$ cat src/rtl/calc_ctrl.sv
// calc_ctrl: calculator control stage downstream of the keypad scanner.
// It turns held key levels into single key events, with a release
// debounce of REL_CYC low cycles. It accumulates up to four decimal
// digits per operand and runs add/subtract on '='. The signed result is
// converted to five BCD digits by a 15-cycle sequential double-dabble.
//
// Optional feature (macro CALC_CHAIN_EN): an add/sub key in S_RES
// carries a non-negative, non-overflowed result into operand A and
// continues in S_B. Without the macro that key is ignored in S_RES.
//
// Ports:
//   clk        system clock
//   rst        asynchronous active-low reset
//   btn_press  key-active level from the scanner
//   is_num     held key is a digit (value on num_val, 0-9)
//   is_op      held key is an operator (op_val: 1=add 2=sub 3=clear)
//   is_eq      held key is '='
//   disp_bcd   four BCD display digits, [15:12] most significant
//   disp_neg   displayed result is negative
//   disp_ovf   result magnitude exceeds 9999
//   busy       BCD conversion in progress
//   state_o    0=S_A 1=S_B 2=S_CONV 3=S_RES
module calc_ctrl #(
  parameter int REL_CYC = 4
) (
  input  logic        clk,
  input  logic        rst,
  input  logic        btn_press,
  input  logic        is_num,
  input  logic        is_op,
  input  logic        is_eq,
  input  logic [3:0]  num_val,
  input  logic [1:0]  op_val,
  output logic [15:0] disp_bcd,
  output logic        disp_neg,
  output logic        disp_ovf,
  output logic        busy,
  output logic [1:0]  state_o
);

  typedef enum logic [1:0] {S_A = 2'd0, S_B = 2'd1, S_CONV = 2'd2, S_RES = 2'd3} state_t;

  localparam logic [7:0] REL_M1 = 8'(REL_CYC - 1);

  state_t      state, state_nxt;
  logic        armed;
  logic [7:0]  rel_cnt;
  logic [13:0] a_bin, b_bin;
  logic [15:0] a_bcd, b_bcd;
  logic [2:0]  a_cnt, b_cnt;
  logic        op_sub, neg;
  logic [3:0]  conv_cnt;
  // Double-dabble register: [34:15] five BCD digits, [14:0] binary.
  logic [34:0] dd;
`ifdef CALC_CHAIN_EN
  logic [14:0] res_bin;
`endif

  logic        ev, ev_eq, ev_op, ev_num;
  logic        dig_ev, arith_ev, clr_ev, res_ovf, a_ge_b, neg_new;
  logic [14:0] mag;

  function automatic logic [13:0] mul10_add(input logic [13:0] bin, input logic [3:0] d);
    return (bin << 3) + (bin << 1) + {10'd0, d};
  endfunction

  function automatic logic [34:0] dd_step(input logic [34:0] x);
    logic [34:0] y;
    y = x;
    for (int i = 0; i < 5; i++) begin
      if (y[15+4*i +: 4] >= 4'd5) y[15+4*i +: 4] = y[15+4*i +: 4] + 4'd3;
    end
    return {y[33:0], 1'b0};
  endfunction

  function automatic logic [2:0] sig_digits(input logic [15:0] bcd);
    if (bcd[15:12] != 4'd0)     return 3'd4;
    else if (bcd[11:8] != 4'd0) return 3'd3;
    else if (bcd[7:4] != 4'd0)  return 3'd2;
    else if (bcd[3:0] != 4'd0)  return 3'd1;
    else                        return 3'd0;
  endfunction

  // One event per accepted press; flags decoded with eq > op > num priority.
  assign ev       = btn_press & armed;
  assign ev_eq    = ev & is_eq;
  assign ev_op    = ev & ~is_eq & is_op;
  assign ev_num   = ev & ~is_eq & ~is_op & is_num;
  assign dig_ev   = ev_num & (num_val <= 4'd9);
  assign arith_ev = ev_op & ((op_val == 2'd1) | (op_val == 2'd2));
  assign clr_ev   = ev_op & (op_val == 2'd3) & (state != S_CONV);
  assign res_ovf  = (dd[34:31] != 4'd0);

  assign a_ge_b  = (a_bin >= b_bin);
  assign neg_new = op_sub & ~a_ge_b;
  always_comb begin
    mag = {1'b0, a_bin} + {1'b0, b_bin};
    if (op_sub) mag = a_ge_b ? ({1'b0, a_bin} - {1'b0, b_bin})
                             : ({1'b0, b_bin} - {1'b0, a_bin});
  end

  // Release debounce: re-arm after REL_CYC consecutive low cycles.
  always_ff @(posedge clk or negedge rst) begin
    if (!rst) begin
      armed   <= 1'b1;
      rel_cnt <= 8'd0;
    end else if (btn_press) begin
      rel_cnt <= 8'd0;
      if (armed) armed <= 1'b0;
    end else begin
      if (rel_cnt != 8'hFF) rel_cnt <= rel_cnt + 8'd1;
      if (rel_cnt >= REL_M1) armed <= 1'b1;
    end
  end

  always_ff @(posedge clk or negedge rst) begin
    if (!rst) state <= S_A;
    else      state <= state_nxt;
  end

  always_comb begin
    state_nxt = state;
    case (state)
      S_A:    if (clr_ev) state_nxt = S_A;
              else if (arith_ev) state_nxt = S_B;
      S_B:    if (ev_eq) state_nxt = S_CONV;
              else if (clr_ev) state_nxt = S_A;
      S_CONV: if (conv_cnt == 4'd15) state_nxt = S_RES;
      S_RES: begin
        if (clr_ev || dig_ev) state_nxt = S_A;
`ifdef CALC_CHAIN_EN
        else if (arith_ev && !neg && !res_ovf) state_nxt = S_B;
`endif
      end
      default: state_nxt = S_A;
    endcase
  end

  always_ff @(posedge clk or negedge rst) begin
    if (!rst) begin
      a_bin    <= '0;
      a_bcd    <= '0;
      a_cnt    <= '0;
      b_bin    <= '0;
      b_bcd    <= '0;
      b_cnt    <= '0;
      op_sub   <= 1'b0;
      neg      <= 1'b0;
      conv_cnt <= '0;
      dd       <= '0;
`ifdef CALC_CHAIN_EN
      res_bin  <= '0;
`endif
    end else if (clr_ev) begin
      a_bin  <= '0;
      a_bcd  <= '0;
      a_cnt  <= '0;
      b_bin  <= '0;
      b_bcd  <= '0;
      b_cnt  <= '0;
      op_sub <= 1'b0;
      neg    <= 1'b0;
    end else begin
      case (state)
        S_A: begin
          if (dig_ev && a_cnt < 3'd4) begin
            a_bin <= mul10_add(a_bin, num_val);
            a_bcd <= {a_bcd[11:0], num_val};
            a_cnt <= a_cnt + 3'd1;
          end else if (arith_ev) begin
            op_sub <= (op_val == 2'd2);
            b_bin  <= '0;
            b_bcd  <= '0;
            b_cnt  <= '0;
          end
        end
        S_B: begin
          if (ev_eq) begin
            dd       <= {20'd0, mag};
            neg      <= neg_new;
            conv_cnt <= 4'd0;
`ifdef CALC_CHAIN_EN
            res_bin  <= mag;
`endif
          end else if (dig_ev && b_cnt < 3'd4) begin
            b_bin <= mul10_add(b_bin, num_val);
            b_bcd <= {b_bcd[11:0], num_val};
            b_cnt <= b_cnt + 3'd1;
          end else if (arith_ev) begin
            op_sub <= (op_val == 2'd2);
          end
        end
        S_CONV: begin
          if (conv_cnt != 4'd15) begin
            dd       <= dd_step(dd);
            conv_cnt <= conv_cnt + 4'd1;
          end
        end
        S_RES: begin
          if (dig_ev) begin
            a_bin <= {10'd0, num_val};
            a_bcd <= {12'd0, num_val};
            a_cnt <= 3'd1;
            neg   <= 1'b0;
          end
`ifdef CALC_CHAIN_EN
          else if (arith_ev && !neg && !res_ovf) begin
            a_bin  <= res_bin[13:0];
            a_bcd  <= dd[30:15];
            a_cnt  <= sig_digits(dd[30:15]);
            op_sub <= (op_val == 2'd2);
            b_bin  <= '0;
            b_bcd  <= '0;
            b_cnt  <= '0;
          end
`endif
        end
        default: ;
      endcase
    end
  end

  // During conversion the last operand stays on the display.
  always_comb begin
    disp_bcd = 16'h0000;
    case (state)
      S_A:     disp_bcd = a_bcd;
      S_B:     disp_bcd = b_bcd;
      S_CONV:  disp_bcd = b_bcd;
      S_RES:   disp_bcd = dd[30:15];
      default: disp_bcd = 16'h0000;
    endcase
  end

  assign disp_neg = (state == S_RES) & neg;
  assign disp_ovf = (state == S_RES) & res_ovf;
  assign busy     = (state == S_CONV);
  assign state_o  = state;

`ifndef CALC_CHAIN_EN
  logic unused_sig;
  assign unused_sig = ^sig_digits(dd[30:15]);
`endif

endmodule

$ cat config.mk
export PLATFORM = sky130hd
export DESIGN_NAME = calc_ctrl
export DESIGN_NICKNAME = d
export VERILOG_FILES = /design/src/rtl/calc_ctrl.sv
export SDC_FILE = /design/constraint.sdc
export NUM_CORES = 1
export LEC_CHECK = 0
export BUFFER_PORTS_ARGS = -buffer_cell sky130_fd_sc_hd__buf_2
export CORE_ASPECT_RATIO = 1.2
export CORE_MARGIN = 5
export CORE_UTILIZATION = 60
export DETAILED_ROUTE_END_ITERATION = 10
export PLACE_DENSITY = 0.78
export REMOVE_ABC_BUFFERS = 1
export SLEW_MARGIN = 0
export SYNTH_ARGS = -nofsm -noshare
export SYNTH_HDL_FRONTEND = slang
export SYNTH_SLANG_ARGS = --single-unit
$ cat constraint.sdc
create_clock -name clk -period 5.4 [get_ports clk]
set_input_delay 0.27 -clock clk [delete_from_list [all_inputs] [get_ports clk]]
set_output_delay 0.27 -clock clk [all_outputs]
set_load 0.01 [all_outputs]
# == Yosys cells after proc, flatten, opt, wreduce, memory -nomap -nowiden ==
# Cells that the tools add are included.
# classes
add_sub_neg,16
n_lt_le_gt_ge,10
eq_ne,22
mux,65
bitwise_logic,18
reduce_logical,18
# ops
cell,n
$mux W16,8
$mux W14,8
$mux W35,2
$pmux W35 S2,1
$pmux W16 S2,2
$pmux W14 S2,2
$pmux W16 S3,1
$mux W15,2
$sub A14 B14 Y15,2
$add A14 B14 Y14,2
$add A14 B4 Y14,2
$mux W3,9
$mux W4,6
$ne A3 B3 Y1 const B,8
$ge A4 B3 Y1 const B,5
$add A4 B2 Y4 const B,4
$mux W8,2
$add A14 B14 Y15,1
$ge A14 B14 Y1,1
$and A1 B1 Y1,13
$mux W2,6
$pmux W3 S2,2
$reduce_and A4 Y1,3
$mux W1,10
other kinds (28),47
# word_totals
ff_bits,118
inputBits,12

# == Logic depth before layout (Yosys ltp) ==
# Gate-level depths: netlist of run 1.
# logic_depth
ltp_word,10
mapped_depth,13
mapped_depth_nobuf,12

# == Least setup slack after synthesis of run 1 ==
# No wires, ideal clock.
# synth_timing
path_type,register to register
start,register a_bin[1]
end,register dd[12]
arrival_ns,2.985
t_required_ns,5.331
slack_ns,2.346
stages_incl_launch_ff,12
path_buffers,1
path_cell_list,dfrtp_1 -> inv_1 -> ha_1 -> and4_1 -> and4_1 -> a2111o_1 -> a31o_1 -> buf_2 -> mux2i_1 -> a221o_1 -> a2111oi_0 -> nand3b_1
# synth_via
elab_chain_len,5
word_cells_on_any_way,8
# synth_rtl
item,line,rtl
from (decl),48,"logic [13:0] a_bin, b_bin;"
from (signal assigned),167,"a_bin <= mul10_add(a_bin, num_val);"
from (signal assigned),201,"a_bin <= {10'd0, num_val};"
"$sub A14 B14 Y15, or another cell as far along",99,": ({1'b0, b_bin} - {1'b0, a_bin});"
$mux W15,98,"if (op_sub) mag = a_ge_b ? ({1'b0, a_bin} - {1'b0, b_bin})"
$mux W15 *,98,
$mux W35 *,178,if (ev_eq) begin
$pmux W35 S2 *,164,case (state)
to (signal assigned),179,"dd <= {20'd0, mag};"
to (signal assigned),195,dd <= dd_step(dd);
to (decl),54,logic [34:0] dd;
# Every way passes the cells marked *; elsewhere a longest branch is shown, timed or not. The select of a mux whose other input is x is not followed.
# A chain may end at the register's enable or synchronous reset.

# == Worst setup path in the final report of run 1 ==
# Ends and elaborated chain as after synthesis.

==> results of run 1 <==
## state kept, by name, indices dropped and copies added (netlist names), 3 cells and up, named ones only
signal and count:
b_bcd 15, b_cnt 3, conv_cnt 4, a_bin 14, a_cnt 3, dd 35
a_bcd 15, b_bin 14, rel_cnt 8
## per-stage QoR
stage	utilization	cells
6_report	0.670	1209
3_5_place_dp	0.630	1176
3_3_place_gp	0.630	1176
5_1_grt	0.670	1209
2_1_floorplan	-	961
4_1_cts	0.670	1209
## how the worst min path moves through the flow
stage,from,endpoint,slack [ns],cells after the start
after floorplan,rst,asynchronous set/reset pin,-0.03,0
after CTS,num_val[0],a_bin[0],0.1,3
after global placement,rst,a_bcd[13],0.35,1
after detailed placement,rst,a_bcd[13],0.35,1
final,num_val[0],a_bin[0],0.11,3
after global routing,num_val[0],a_bin[0],0.12,3
## Yosys cell counts, drive strengths merged (5+ instances only)
cell type,instances
nand2,117
dfrtp,115
ha,107
o21ai,81
a21oi,70
inv,69
nor2,48
clkbuf,38
nand3,32
xnor2,27
a22o,25
nor3,23
o31ai,22
and3,20
mux2i,19
buf,16
nand2b,16
a22oi,15
a31oi,13
a21o,12
o21bai,11
xor2,9
fa,7
nor2b,7
o211ai,7
a211oi,6
mux2,6
a32o,5
o21a,5
o22ai,5
o41ai,5
or2,5
## layer usage
layer	routed length (um)	GRT usage	vias to the layer above	part of all wire
li1	-	-	3664	-
met1	9370	0.330	3625	0.44
met2	10900	0.459	175	0.51
met3	688	0.0396	44	0.032
met4	497	0.0925	0	0.023
met5	0	0	-	0
## worst max-delay path, stage by stage, from the launching register on
cell and delay (ns):
dfrtp_1 0.55, inv_1 0.14, ha_1 0.36, and4_1 0.24
and4_1 0.19, a2111o_1 0.43, a31oi_2 0.63, mux2i_1 0.17
a221o_1 0.31, a2111oi_0 0.38, nand3b_1 0.16
## cell families (layout without fill, tap and decap cells)
group,count (synthesis),count (layout),synth area share
AOI/OAI and AO/OA,308,308,0.229
xor gates and xnor gates,36,36,0.0357
adders and majority gates,114,114,0.167
buffers and inverters,123,142,0.0551
DFF,116,116,0.329
muxes,25,25,0.0292
and+or+nand+nor,293,293,0.156
## power by group through the flow
stage,clock (mW),combinational [mW],sequential [mW]
final,1.11,1.94,1.17
after global routing,1.16,2.16,1.20
after CTS,1.12,1.92,1.17
after detailed placement,0,1.90,1.19
after global placement,0,1.88,1.17
after floorplan,0,1.42,1.14
## layout make-up
type	instances	area share
clock buffer	17	0.0440
clock inverter	15	0.0153
timing repair buffer	41	0.0241
sequential	116	0.301
inverter	69	0.0268
tap	175	0.0227
multi-input combinational	776	0.567
## repair_timing
item,4_1_cts,5_1_grt
buffers inserted,0,0
endpoints found under the hold margin,52,0
hold buffers,1,0
==> flow_metrics.env, run 1 <==
export IMPL_layout_common_cells="nand2_1 (117), dfrtp_1 (115), ha_1 (107)"
export IMPL_pre_cts_ws_ns=1.81
export IMPL_p_seq_frac=0.278
export IMPL_grt_max_degree=65
export IMPL_fin_tns_setup_ns=0
export IMPL_switching_power_mw=1.82
export IMPL_finalWorstSetupSlack_ns=1.76
export IMPL_die_height_um=143
export IMPL_switching_share=0.433
export IMPL_final_nets=1147
export IMPL_max_slew_margin=0.274
export IMPL_fmax_mhz=274
export IMPL_core_area_um2=14400
export IMPL_drive_above_1_share=0.0870
export IMPL_slew_violations=0
export IMPL_cts_clk_slew_worst_paths_ns=0.06
export IMPL_syn_inst=1015
export IMPL_area_growth_pct=9.29
export IMPL_yosysTopAreaCell="dfrtp_1"
export IMPL_gp_congestion=0.928
export IMPL_p_int_mw=2.39
export IMPL_hold_viol=0
export IMPL_postPlaceCellArea_um2=9080
export IMPL_overflow=0
export IMPL_rrSetupSlack_ns=1.76
export IMPL_hp_class="in -> reg"
export IMPL_seqCellArea_um2=2900
export IMPL_grt_antenna_before_repair=0
export IMPL_power_density_nw_per_um2=436
export IMPL_setup_violations=0
export IMPL_fillers=1181
export IMPL_holdWs_ns=0.113
export IMPL_yosysWarnings=0
export IMPL_startpoint="a_bin[1]"
export IMPL_critPathCaptureType="flip-flop"
export IMPL_fin_crit_ns=3.64
export IMPL_worstMarginPinSlew_ns=1.09
export IMPL_yosys_register_bits=116
export IMPL_cp_data_arrival_time_ns=4.00
export IMPL_die_area_um2=17300
export IMPL_yosysTopAreaCellShare=0.326
export IMPL_synth_enable_flop_cells=0
export IMPL_worstRegToRegCells=10
export IMPL_synthArstFlopShare=1.00
export IMPL_final_common_cell="nand2_1"
export IMPL_power_leakage_nw=4.64
export IMPL_core_rowCount=48
export IMPL_route_vias_total=7508
export IMPL_cts_tree="built"
export IMPL_ant_nets=0
export IMPL_grt_pass1_vias=7433
export IMPL_combPwrFrac=0.459
export IMPL_max_cap_violations=0
export IMPL_wirelength_um=21500
export IMPL_multi_input_area_um2=5470
export IMPL_worstReg2RegEnd="dd[12]"
export IMPL_syn_avg_cell_area_um2=8.71
export IMPL_fin_crit_sh=0.675
export IMPL_htree_levels=4
export IMPL_numCtsBuffers=17
export IMPL_cp_endpoint="dd[12]"
export IMPL_cts_resized=0
export IMPL_start_kind="flip-flop"
export IMPL_clk_latency_ns=0.42
export IMPL_wire_per_inst_um=17.7
export IMPL_ys_types=69
export IMPL_hpwl_um=15300
export IMPL_max_vdd_ir_drop_v=0.000211
export IMPL_root_buffer="clkbuf_16"
export IMPL_antenna_cells=0
export IMPL_cp_max_fo=11
export IMPL_fp_dieW_um=121
export IMPL_synth_area_top_cells="dfrtp_1 (33%), ha_1 (15%), nand2_1 (5.0%)"
export IMPL_drt_iter0_markers=634
export IMPL_netlist_area_um2=8840
export IMPL_fin_area_um2=9660
export IMPL_portBuffers=32
export IMPL_floorplan_initialDensity=0.613
export IMPL_grt_pass1_wl_um=36500
export IMPL_drc=0
export IMPL_power_mw=4.22
export IMPL_ios=33
export IMPL_rsz0062_at_grt="no"
export IMPL_worstSetupPathType="reg -> reg"
export IMPL_firstDrtPassIters=5
export IMPL_reg2reg_from="a_bin[1]"
export IMPL_grt_usage=0.262
export IMPL_synth_ff_type="dfrtp_1"
export IMPL_finClkSkew_ns=0.00767
export IMPL_p_clk_frac=0.262
export IMPL_status="finished, final reports clean"
export IMPL_clk_path_buf_depth=2
export IMPL_synth_seq_area_share=0.329
export IMPL_cts_num_sinks=116
export IMPL_critical_path_required_ns=5.75
export IMPL_via_per_inst=6.21
Note: power is estimated with default switching activity, not from simulation.
==> run 2, diff against run 1 <==
Settings changed: ABC_AREA set to 1, PLACE_DENSITY 0.78 to 0.77.
Clock period 5.4 ns to 3.44 ns, I/O delays scaled along.
==> run 2 against run 1 <==
Fmax up 22%. Clock-buffer cell count up 2. Register-to-register slack worse by 1.3 ns. Sequential cell count unchanged. Global-route usage up 2.2 points. Wire length up 20%. Combinational power rose to 3.1 times the previous value. Largest power group unchanged. Highest routed layer unchanged.
==> flow_metrics.env, run 2 <==
export IMPL_timing_critical_path_buf_inv=1
export IMPL_max_vdd_ir_drop_v=0.000584
export IMPL_die_area_um2=19100
export IMPL_area_growth_pct=8.40
export IMPL_start_kind="flip-flop"
export IMPL_final_common_cell="nand2_1"
export IMPL_setup_violations=0
export IMPL_power_mw=9.78
export IMPL_grt_max_degree=75
export IMPL_drc=0
export IMPL_post_cts_buffers=0
export IMPL_yosys_register_bits=116
export IMPL_wire_per_inst_um=16.0
export IMPL_overflow=0
export IMPL_synth_common_cells="nand2_1 (362), inv_1 (189), dfrtp_1 (115)"
export IMPL_hp_class="in -> reg"
export IMPL_wirelength_um=25800
export IMPL_grt_antenna_before_repair=0
export IMPL_cts_num_sinks=116
export IMPL_critPathCaptureType="flip-flop"
export IMPL_fin_crit_ns=2.99
export IMPL_cts_resized=0
export IMPL_rsz0062_at_grt="no"
export IMPL_yosysWarnings=0
export IMPL_fillers=1489
export IMPL_fp_dieW_um=127
export IMPL_die_height_um=150
export IMPL_yosysTopAreaCellShare=0.292
export IMPL_synth_seq_area_share=0.295
export IMPL_syn_avg_cell_area_um2=7.19
export IMPL_synthArstFlopShare=1.00
export IMPL_max_slew_margin=0.355
export IMPL_fin_tns_setup_ns=0
export IMPL_fin_crit_sh=0.869
export IMPL_portBuffers=32
export IMPL_final_nets=1515
export IMPL_slew_violations=0
export IMPL_cp_top_family="adder cells"
export IMPL_antenna_cells=0
export IMPL_cp_max_fo=5
export IMPL_gp_congestion=0.967
export IMPL_largest_reg_flops=35
export IMPL_floorplan_initialDensity=0.608
export IMPL_via_per_inst=5.63
export IMPL_hpwl_um=19700
export IMPL_core_rowCount=51
export IMPL_route_vias_total=9082
export IMPL_ant_nets=0
export IMPL_synth_enable_flop_cells=0
export IMPL_worstSetupPathType="reg -> reg"
export IMPL_critical_path_required_ns=3.73
export IMPL_cts_tree="built"
export IMPL_worstMarginPinSlew_ns=0.968
export IMPL_root_buffer="clkbuf_16"
export IMPL_synth_area_top_cells="dfrtp_1 (29%), nand2_1 (14%), ha_1 (14%)"
export IMPL_yosysTopAreaCell="dfrtp_1"
export IMPL_layout_common_cells="nand2_1 (362), inv_1 (189), dfrtp_1 (115)"
export IMPL_largestRegisters="dd (35), a_bcd (15), b_bcd (15)"
export IMPL_grt_usage=0.284
export IMPL_htree_levels=4
export IMPL_drive_above_1_share=0.0877
export IMPL_grt_pass1_vias=8910
export IMPL_ys_types=55
export IMPL_numCtsBuffers=17
export IMPL_netlist_area_um2=9860
export IMPL_cts_clk_slew_worst_paths_ns=0.06
export IMPL_drt_iter0_markers=643
export IMPL_clk_latency_ns=0.43
export IMPL_fmax_mhz=334
export IMPL_synth_ff_type="dfrtp_1"
export IMPL_ios=33
export IMPL_cp_data_arrival_time_ns=3.28
export IMPL_regMostFlops="dd"
export IMPL_core_area_um2=16200
export IMPL_status="finished, final reports clean"
export IMPL_power_leakage_nw=5.56
export IMPL_firstDrtPassIters=5
export IMPL_slowest_delay_ns=0.51
export IMPL_syn_inst=1371
export IMPL_finClkSkew_ns=0.0154
export IMPL_hold_viol=0
export IMPL_cpMaxStageDelayCell="fa_1"
export IMPL_crit_top_cell="o21ai_0"
export IMPL_max_cap_violations=0
export IMPL_power_density_nw_per_um2=915
export IMPL_grt_pass1_wl_um=43400
export IMPL_clk_path_buf_depth=2
export IMPL_synth_most_common_cell="nand2_1"
export IMPL_worstPathCellList="inv_1, fa_1, fa_1, o21ai_0, nand2_1, and2_1, o21ai_0, xor2_1, o21ai_0"
## run 2: cell count changes in the layout (fill, tap and decap cells not counted), sizes merged, moves of 25 or more
cell / previous run / this run
a22o: 25 / 0
inv: 75 / 208
o22ai: 5 / 37
nand2: 117 / 367
nor2: 48 / 95
nand3: 32 / 102
o21ai: 81 / 106
## run 2: final timing paths
check	cells past startpoint	from	slack [ns]	end
min reg2reg	2	dd[5]	0.48	dd[5]
min	3	num_val[0]	0.03	b_bin[0]
min in group asynchronous	2	rst	0.42	rel_cnt[4]
max in group asynchronous	3	rst	2.23	dd[7]
max reg2reg	9	b_bin[0]	0.45	b_bin[12]
max	9	b_bin[0]	0.45	b_bin[12]
## run 2: cells by family (layout without fill, tap and decap cells)
| family | count (synthesis) | after routing | synth area share |
|---|---|---|---|
| buf+inv | 243 | 274 | 0.104 |
| fa+ha+maj | 114 | 114 | 0.150 |
| xor+xnor | 33 | 33 | 0.0293 |
| simple gates | 610 | 610 | 0.267 |
| flops | 116 | 116 | 0.295 |
| compound gates | 255 | 255 | 0.155 |
## run 2: what timing repair did
| item | in CTS | in global routing |
|---|---|---|
| endpoints found under the setup margin | 0 | 0 |
| endpoints found under the hold margin | 73 | 0 |
| hold buffers | 2 | 0 |
## run 2: worst reg2reg max path, stage by stage (launching register included)
cell and delay [ns]:
dfrtp_1 0.43, inv_1 0.24, fa_1 0.51, fa_1 0.51
o21ai_0 0.32, nand2_1 0.08, and2_1 0.18, o21ai_0 0.20
xor2_1 0.26, o21ai_0 0.13
## run 2: area by class of cell
class / count / area, um^2 / area share
multi-input cells: 1012 / 5930 / 0.555
clock inverters: 13 / 138 / 0.0129
clock buffers: 19 / 443 / 0.0415
repair buffers: 40 / 240 / 0.0225
well taps: 212 / 265 / 0.0248
inverters: 202 / 766 / 0.0717
flip-flops and latches: 116 / 2900 / 0.272
## run 2: report_power, final
| group | internal (mW) | total (mW) | switching, mW |
|---|---|---|---|
| Combinational | 1.97 | 6.01 | 4.04 |
| Clock | 1.04 | 1.75 | 0.716 |
| Sequential | 1.70 | 2.01 | 0.309 |
## run 2: stage by stage
stage / std cells / hold WS, ns / util / setup slack [ns] / area [um^2]
floorplan: 1330 / -0.124 / - / 0.146 / 9600
global placement: 1580 / 0.384 / 0.622 / 0.508 / 10100
detailed placement: 1580 / 0.385 / 0.622 / 0.489 / 10100
CTS: 1614 / 0.0169 / 0.659 / 0.463 / 10700
global route: 1614 / 0.0675 / 0.659 / 0.289 / 10700
finish: 1614 / 0.0303 / 0.659 / 0.450 / 10700
## run 2: metal layers
| layer | vias up | global-route usage | part of all wire |
|---|---|---|---|
| met5 | - | 0 | 0 |
| met3 | 77 | 0.0454 | 0.043 |
| met1 | 4222 | 0.339 | 0.41 |
| met2 | 260 | 0.497 | 0.50 |
| li1 | 4523 | - | - |
| met4 | 0 | 0.141 | 0.045 |
